==> config.mk <==
export PLATFORM = sky130hd
export DESIGN_NAME = intc_rg_bank
export DESIGN_NICKNAME = d
export VERILOG_FILES = /design/src/rtl/intc_rg_bank.sv
export SDC_FILE = /design/constraint.sdc
export NUM_CORES = 1
export LEC_CHECK = 0
export ABC_AREA = 0
export BUFFER_PORTS_ARGS = -buffer_cell sky130_fd_sc_hd__buf_2
export CORE_MARGIN = 5
export CORE_UTILIZATION = 40
export DETAILED_ROUTE_END_ITERATION = 12
export PLACE_DENSITY = 0.66
export SLEW_MARGIN = 20
export SYNTH_ARGS = -nofsm -noshare
export SYNTH_HDL_FRONTEND = slang
export SYNTH_SLANG_ARGS = --single-unit
==> constraint.sdc <==
create_clock -name clk -period 5.5 [get_ports clk]
set_input_delay 0 -clock clk [delete_from_list [all_inputs] [get_ports clk]]
set_output_delay 0 -clock clk [all_outputs]
set_load 0.02 [all_outputs]
==> src/rtl/intc_rg_bank.sv <==
// ----------------------------------------------------------------------------
// intc_rg_bank
//
// Interrupt register bank for the interrupt controller core. Holds the
// per-channel enable, mode (1 = edge, 0 = level) and pending registers,
// synchronises the raw interrupt lines, detects rising edges, and supplies a
// registered "any interrupt" flag plus the lowest-numbered active channel.
//
// Register map (addr_i):
//   0 EN   read/write
//   1 MODE read/write
//   2 PEND read, write-1-to-clear (edge channels only)
//   3 SET  write-1-to-set (edge channels only), reads 0
//
// Ports:
//   clk, rst       clock, asynchronous active-high reset
//   we_i           one-cycle write strobe
//   addr_i         register select
//   be_i           byte enables for writes
//   bs_wdata_i     write data
//   rdata_o        combinational read data for addr_i (zero-extended)
//   irq_i          raw asynchronous interrupt lines
//   rg_en_o        enable register
//   rg_mode_o      mode register
//   pend_o         pending register
//   irq_o          registered OR of pending & enabled
//   irq_id_o       registered lowest active channel; holds while irq_o = 0
// ----------------------------------------------------------------------------
module intc_rg_bank #(
   parameter int              NCH      = 32,
   parameter int              DW       = 32,
   parameter logic [DW-1:0]   EN_RST   = '0,
   parameter logic [DW-1:0]   MODE_RST = '0,
   parameter int              IDW      = 5
) (
   input  logic              clk,
   input  logic              rst,
   input  logic              we_i,
   input  logic [1:0]        addr_i,
   input  logic [DW/8-1:0]   be_i,
   input  logic [DW-1:0]     bs_wdata_i,
   output logic [DW-1:0]     rdata_o,
   input  logic [NCH-1:0]    irq_i,
   output logic [NCH-1:0]    rg_en_o,
   output logic [NCH-1:0]    rg_mode_o,
   output logic [NCH-1:0]    pend_o,
   output logic              irq_o,
   output logic [IDW-1:0]    irq_id_o
);

   localparam logic [1:0] A_EN   = 2'd0;
   localparam logic [1:0] A_MODE = 2'd1;
   localparam logic [1:0] A_PEND = 2'd2;
   localparam logic [1:0] A_SET  = 2'd3;

   logic [NCH-1:0] en_q, mode_q, pend_q;
   logic [NCH-1:0] s1_q, s2_q, s3_q;
   logic           irq_q;
   logic [IDW-1:0] id_q;

   logic [DW-1:0]  lane_mask;
   logic [NCH-1:0] wmask, wdata;
   logic [NCH-1:0] en_d, mode_d, pend_d;
   logic [NCH-1:0] rise, set_bits, clr_bits, edge_nxt, active;
   logic [IDW-1:0] id_d;

   // Expand byte enables to a per-bit mask; only the low NCH bits are ever used.
   always_comb begin
      lane_mask = '0;
      for (int b = 0; b < DW/8; b++) begin
         lane_mask[b*8 +: 8] = {8{be_i[b]}};
      end
   end

   assign wmask = lane_mask[NCH-1:0];
   assign wdata = bs_wdata_i[NCH-1:0];

   // Edge detect uses the two later synchroniser stages so s1 can settle.
   assign rise = s2_q & ~s3_q;

   assign set_bits = (we_i && addr_i == A_SET)  ? (wdata & wmask) : '0;
   assign clr_bits = (we_i && addr_i == A_PEND) ? (wdata & wmask) : '0;

   // Set is OR-ed in after the clear so a coincident set wins.
   assign edge_nxt = (pend_q & ~clr_bits) | rise | set_bits;

   // Level channels simply mirror the synchronised line; edge channels latch.
   assign pend_d = (mode_q & edge_nxt) | (~mode_q & s2_q);

   assign en_d   = (we_i && addr_i == A_EN)   ? ((en_q   & ~wmask) | (wdata & wmask)) : en_q;
   assign mode_d = (we_i && addr_i == A_MODE) ? ((mode_q & ~wmask) | (wdata & wmask)) : mode_q;

   assign active = pend_q & en_q;

   // NOTE: every variable assigned in a combinational block gets a default
   // first, otherwise paths that skip the assignment infer a latch.
   always_comb begin
      id_d = id_q;
      // Scan downwards so the lowest active index is the last one written.
      for (int i = NCH-1; i >= 0; i--) begin
         if (active[i]) id_d = IDW'(i);
      end
   end

   // NOTE: state registers use non-blocking assignments so every flop
   // samples the pre-edge values regardless of statement order.
   always_ff @(posedge clk or posedge rst) begin
      if (rst) begin
         en_q   <= EN_RST[NCH-1:0];
         mode_q <= MODE_RST[NCH-1:0];
         pend_q <= '0;
         s1_q   <= '0;
         s2_q   <= '0;
         s3_q   <= '0;
         irq_q  <= 1'b0;
         id_q   <= '0;
      end else begin
         en_q   <= en_d;
         mode_q <= mode_d;
         pend_q <= pend_d;
         s1_q   <= irq_i;
         s2_q   <= s1_q;
         s3_q   <= s2_q;
         irq_q  <= |active;
         id_q   <= id_d;
      end
   end

   always_comb begin
      rdata_o = '0;
      case (addr_i)
         A_EN:    rdata_o[NCH-1:0] = en_q;
         A_MODE:  rdata_o[NCH-1:0] = mode_q;
         A_PEND:  rdata_o[NCH-1:0] = pend_q;
         default: rdata_o = '0;
      endcase
   end

   assign rg_en_o   = en_q;
   assign rg_mode_o = mode_q;
   assign pend_o    = pend_q;
   assign irq_o     = irq_q;
   assign irq_id_o  = id_q;

endmodule

==> results.toml, run 1 <==
[drt]
vias_per_cell = 4.975
antenna_left = 0
routed_wl_mm = 21.22
drtIter0Drc = 240
via_count = 5791
avgRoutedWirePerCell_um = 18.23
dr.pass1.iters = 5
drc_errors = 0

[floorplanning]
die_y_um = 151.0
core-area_mm2 = 0.01953
die_area_mm2 = 0.02281
die_w_um = 151.0
row_count = 51
boundaryPins = 207
initial_core_util_pct = 40.75

[critical_path]
cp_cell_sequence = "buf_2 -> nor2b_4 -> nand2_1 -> o21ai_0 -> buf_2"
crit_slowest_cell = "nor2b_4"
path_delay_family = "simple AND/OR/NAND/NOR gates"
rr_worst_depth = 5
cp-end-kind = "output pin"
r2r_end = "irq_id_o[0]"
max_stage_delay_ns = 0.91
crit_top_cell = "buf_2"
r2r-start = "pend_o[19]"
rrSetupSlack_ns = 3.63
cp-start-kind = "input pin"
cp_data_arrival_time_ns = 2.04
crit_type = "input pin to output pin"
critPathRequiredTime_ns = 5.50
cp_max_fo = 44
path_buf_inv = 2

[clocking]
cts_tree = "built"
cts_sinks = 198
ctsHtreeMaxLevel = 4
cts_resized = 0
cts_inserted_buffers = 17
clkLatencyLatePin_ns = 0.42
cts_setup_buffers = 0
cts-root-buf = "clkbuf_16"
path_clk_slew_ns = 0.08
cts_max_path_buffers = 2

[logic_synthesis]
yosysMostFrequentCell = "dfrtp_1"
syn_avg_cell_area_um2 = 12.90
yosysTopAreaCellShare_pct = 62.26
ys_types = 39
synth_edf_count = 0
synth_common_cells = "198 x dfrtp_1, 125 x nand2_1, 52 x mux2_2"
synth_seq_cells = 198
synth_warnings = 0
async_flop_share_pct = 100.0
synthTopCellsByArea = "dfrtp_1 62%, mux2_2 7.4%, mux2_1 6.2%, nand2_1 5.9%, a22o_1 4.2%"
synth_flop_cell = "dfrtp_1"
synth_cells = 617
synth_nets = 690
synth-seq-area-share_pct = 62.26
synth_top_area_cell = "dfrtp_1"
netlist_area_mm2 = 0.007958

[grt]
grt_pass1_wl_mm = 32.88
grt_pass1_vias = 5886
grt_usage_pct = 18.85
overflow = 0
antenna_found_initial = 2
grt_max_degree = 142

[timing]
fmax_mhz = 491.1
setup_viol_count_final = 0
min_period_ns = 2.036
layout_worst_path_cycle_share_pct = 37.02
fin_ws_ns = 3.464
rsz0062_at_grt = "false"
tightest_slew_ns = 0.9733
finalHoldViolCount = 0
fin_tns_setup_ns = 0
whs_ns = 0.2074
maxSlewViolCount = 0
final.setup_skew_ns = 0.009421
relSlewSlack_pct = 35.11

[power]
p_sw_share_pct = 35.55
p_sw_uw = 1498
clkPwrFrac_pct = 28.7
peakVddDrop_mv = 0.2111
powerDensity_mw_per_mm2 = 402.2
p_leak_uw = 0.004930
p_seq_share_pct = 45.3
combPwrFrac_pct = 26.0
internal-power_uw = 2717

[place]
place_ws_ns = 3.480
gp_routability_congestion = 0.7656
dp_hpwl_mm = 14.78
dp.cells = 1067
io_buffer_count = 206

[worst_hold_path]
min_to = "s1_q[4]"
hold_depth = 2
min_from = "irq_i[4]"
hp-class = "input pin to flip-flop"

[run]
cap_violations = 0

[finish]
fin_cells = 1164
fill_cells = 1706
fin_nets = 959
num_antenna_cells = 0
seqCellArea_mm2 = 0.004955
multi_input_area_mm2 = 0.002888
drive_above_1_share_pct = 33.48
syn2layout_area_growth_pct = 31.70

[outcome]
status = "finished clean"
[cell usage in the layout (no fill, tap or decap), types with 3 or more instances in the layout]
cell and count:
buf_2 206, dfrtp_1 198, nand2_1 125, dlygate4sd3_1 65
mux2_2 52, mux2_1 44, a22o_1 38, o21ai_0 35
mux2i_1 33, clkbuf_16 17, a22oi_1 11, and2_1 8
a21oi_1 5, inv_6 5, and3_1 4, nand3_1 4
clkinv_4 4, nor2_1 3, inv_8 3, a32oi_1 3
clkinv_8 3, buf_4 3
[metrics by stage]
step / utilization (%) / cell area [µm²] / total power, µW
after floorplan: - / 7958 / 2559
after global placement: 47.35 / 9246 / 2984
after detailed placement: 47.35 / 9246 / 3005
after CTS: 53.67 / 10480 / 4259
after global routing: 53.67 / 10480 / 4438
final: 53.67 / 10480 / 4215
[how the worst max path moves through the flow]
stage	slack, ns	depth (start not counted)	from	to
global placement	3.54	5	addr_i[0]	rdata_o[12]
finish	3.46	5	addr_i[0]	rdata_o[20]
global route	3.29	5	addr_i[0]	rdata_o[28]
detailed placement	3.48	5	addr_i[0]	rdata_o[29]
CTS	3.47	5	addr_i[0]	rdata_o[29]
floorplan	0.10	1	rst	asynchronous set/reset pin
[power groups by stage]
stage | combinational [µW] | clock [µW] | sequential, µW
after CTS | 1110 | 1240 | 1910
after global placement | 1050 | 0 | 1930
after floorplan | 486 | 0 | 2070
final | 1100 | 1210 | 1910
after detailed placement | 1070 | 0 | 1940
after global routing | 1190 | 1300 | 1950
[routing by layer]
metal | share of wire (%) | track usage (%) | wire length, µm | up-vias
li1 | - | - | - | 2746
met1 | 47 | 26.69 | 10040 | 2876
met2 | 46 | 29.83 | 9863 | 146
met3 | 4.9 | 4.099 | 1030 | 19
met4 | 1.2 | 4.624 | 263 | 4
met5 | 0.12 | 0 | 25 | -
[cells by family (layout without fill, tap and decap cells)]
group,count (synthesis),count (layout),share of synthesized area (%)
AOI/OAI and AO/OA,111,111,10.31
muxes,129,129,17.74
buffers and inverters,27,309,1.541
and+or+nand+nor,152,152,8.145
DFF,198,198,62.26
[area by class of cell]
| cell class | count | area share, % |
|---|---|---|
| Tap cell | 265 | 3.164 |
| Inverter | 3 | 0.1791 |
| Timing Repair Buffer | 274 | 16.26 |
| Multi-Input combinational cell | 392 | 27.55 |
| Sequential cell | 198 | 47.28 |
| Clock buffer | 17 | 4.059 |
| Clock inverter | 15 | 1.504 |
[timing repair]
action / 4_1_cts / 5_1_grt
hold buffers: 65 / 0
setup endpoints to repair: 0 / 0
endpoints found under the hold margin: 236 / 0
Power figures use the tool's default switching activity.
==> run 2, diff against run 1 <==
==> constraint.sdc (replaced) <==
create_clock -name clk -period 1.85 [get_ports clk]
set_input_delay 0 -clock clk [delete_from_list [all_inputs] [get_ports clk]]
set_output_delay 0 -clock clk [all_outputs]
set_load 0.02 [all_outputs]
==> results.toml, run 2 (synthesized netlist as in run 1, its figures left out) <==
[timing]
fmax_mhz = 563.1
maxSlewViolCount = 0
rsz0062_at_grt = "false"
min_period_ns = 1.776
finalHoldViolCount = 0
relSlewSlack_pct = 46.11
setup_viol_count_final = 0
whs_ns = 0.1409
tightest_slew_ns = 0.8067
fin_tns_setup_ns = 0
final.setup_skew_ns = 0.01248
layout_worst_path_cycle_share_pct = 95.99

[critical_path]
max_stage_delay_ns = 0.50
cp_max_fo = 5
cp-start-kind = "flip-flop"
crit_type = "flip-flop to flip-flop"
crit_slowest_cell = "a222oi_1"
r2r_end = "irq_id_o[0]"
critPathRequiredTime_ns = 2.22
rr_worst_depth = 5
rrSetupSlack_ns = 0.07
cp-end-kind = "flip-flop"
cp_data_arrival_time_ns = 2.14
cp_cell_sequence = "nand2_1 -> a32o_1 -> a222oi_1 -> o311a_1 -> o221a_1"
r2r-start = "pend_o[7]"

[worst_hold_path]
hp-class = "input pin to flip-flop"
min_from = "be_i[2]"
hold_depth = 4

[place]
dpl_cell_area_mm2 = 0.009565
dp_hpwl_mm = 15.99
io_buffer_count = 206
dp.cells = 1100
gp_routability_congestion = 0.8725

[drt]
antenna_left = 0
avgRoutedWirePerCell_um = 18.59
wl_met1_mm = 10.12
via_count = 6032
wl_met3_mm = 1.461
drc_errors = 0
top_layer_used = "met5"
drtIter0Drc = 291
met2_length_mm = 10.10
vias_per_cell = 5.039
routed_wl_mm = 22.26
dr.pass1.iters = 5

[finish]
layout_commonest_cell = "buf_2"
fin_cells = 1197
num_antenna_cells = 0
final_cell_mix = "206 x buf_2, 198 x dfrtp_1, 125 x nand2_1, 65 x dlygate4sd3_1, 52 x mux2_2"
fin_nets = 992
drive_above_1_share_pct = 35.84
fin_area_mm2 = 0.01077
syn2layout_area_growth_pct = 35.38

[clocking]
ctsHtreeMaxLevel = 4
cts_sinks = 198
path_clk_slew_ns = 0.07
cts-root-buf = "clkbuf_16"
cts_max_path_buffers = 2
cts_tree = "built"
cts_resized = 0
clkLatencyLatePin_ns = 0.43
cts_inserted_buffers = 17

[grt]
overflow = 0
grt_max_degree = 51
antenna_found_initial = 2
grt_usage_pct = 20.00
grt_pass1_wl_mm = 34.65
grt_pass1_vias = 6246

[outcome]
status = "finished clean"

[floorplanning]
core-area_mm2 = 0.01953
die_area_mm2 = 0.02281
die_w_um = 151.0
boundaryPins = 207
die_y_um = 151.0
initial_core_util_pct = 40.75
row_count = 51

[power]
powerDensity_mw_per_mm2 = 1176
p_leak_uw = 0.005096
peakVddDrop_mv = 0.5943

[run]
cap_violations = 0
## run 2: changes by cell type in the layout (fill, tap and decap cells not counted)
cell / before / now
inv_6: 5 / 3
clkinv_2: 0 / 2
buf_4: 3 / 30
clkbuf_8: 0 / 1
buf_12: 0 / 6
clkinv_8: 3 / 0
clkinv_4: 4 / 2
clkinvlp_4: 1 / 5
## run 2: worst max path at each step
stage	to	cells after the start	start	slack (ns)
after global routing	irq_id_o[0]	5	pend_o[7]	0.02
after floorplan	asynchronous set/reset pin	1	rst	-0.71
after global placement	irq_id_o[0]	5	pend_o[10]	0.15
after detailed placement	irq_id_o[0]	5	pend_o[7]	0.08
after CTS	irq_id_o[0]	5	pend_o[7]	0.07
final	irq_id_o[0]	5	pend_o[7]	0.07
## run 2: per-layer routing
metal,GRT usage (%),vias to the layer above
met2,30.52,183
met5,0,-
li1,-,2817
met1,27.97,2993
met4,6.437,4
met3,5.326,35
## run 2: worst max-delay path, delay by kind of cell (launching register included)
kind | cells | cell delay (ns)
DFF | 1 | 0.41
and+or+nand+nor | 1 | 0.09
AOI/OAI and AO/OA | 4 | 1.21
## run 2: cell type report
class | count | area (µm²)
clock buffers | 18 | 439.2
clock inverters | 14 | 117.6
well taps | 265 | 331.6
inverters | 3 | 15.01
multi-input cells | 392 | 2888
repair buffers | 307 | 2027
flip-flops and latches | 198 | 4955
fillers | 1673 | 8753
## run 2: metrics by stage
stage / setup slack, ns / utilization, % / total power [µW]
after floorplan: -0.7104 / - / 7610
after global placement: 0.1520 / 48.99 / 9100
after detailed placement: 0.08448 / 48.99 / 9153
after CTS: 0.07212 / 55.17 / 12780
after global routing: 0.01692 / 55.17 / 13330
final: 0.07420 / 55.17 / 12670
## run 2: timing repair
action,4_1_cts,5_1_grt
hold buffers,65,0
setup buffers,0,0
hold endpoints to repair,115,0
## run 2: power by group
part,internal [µW],total (µW),switching (µW)
Sequential,4930,5580,651
Combinational,1500,3590,2090
Clock,1800,3500,1710
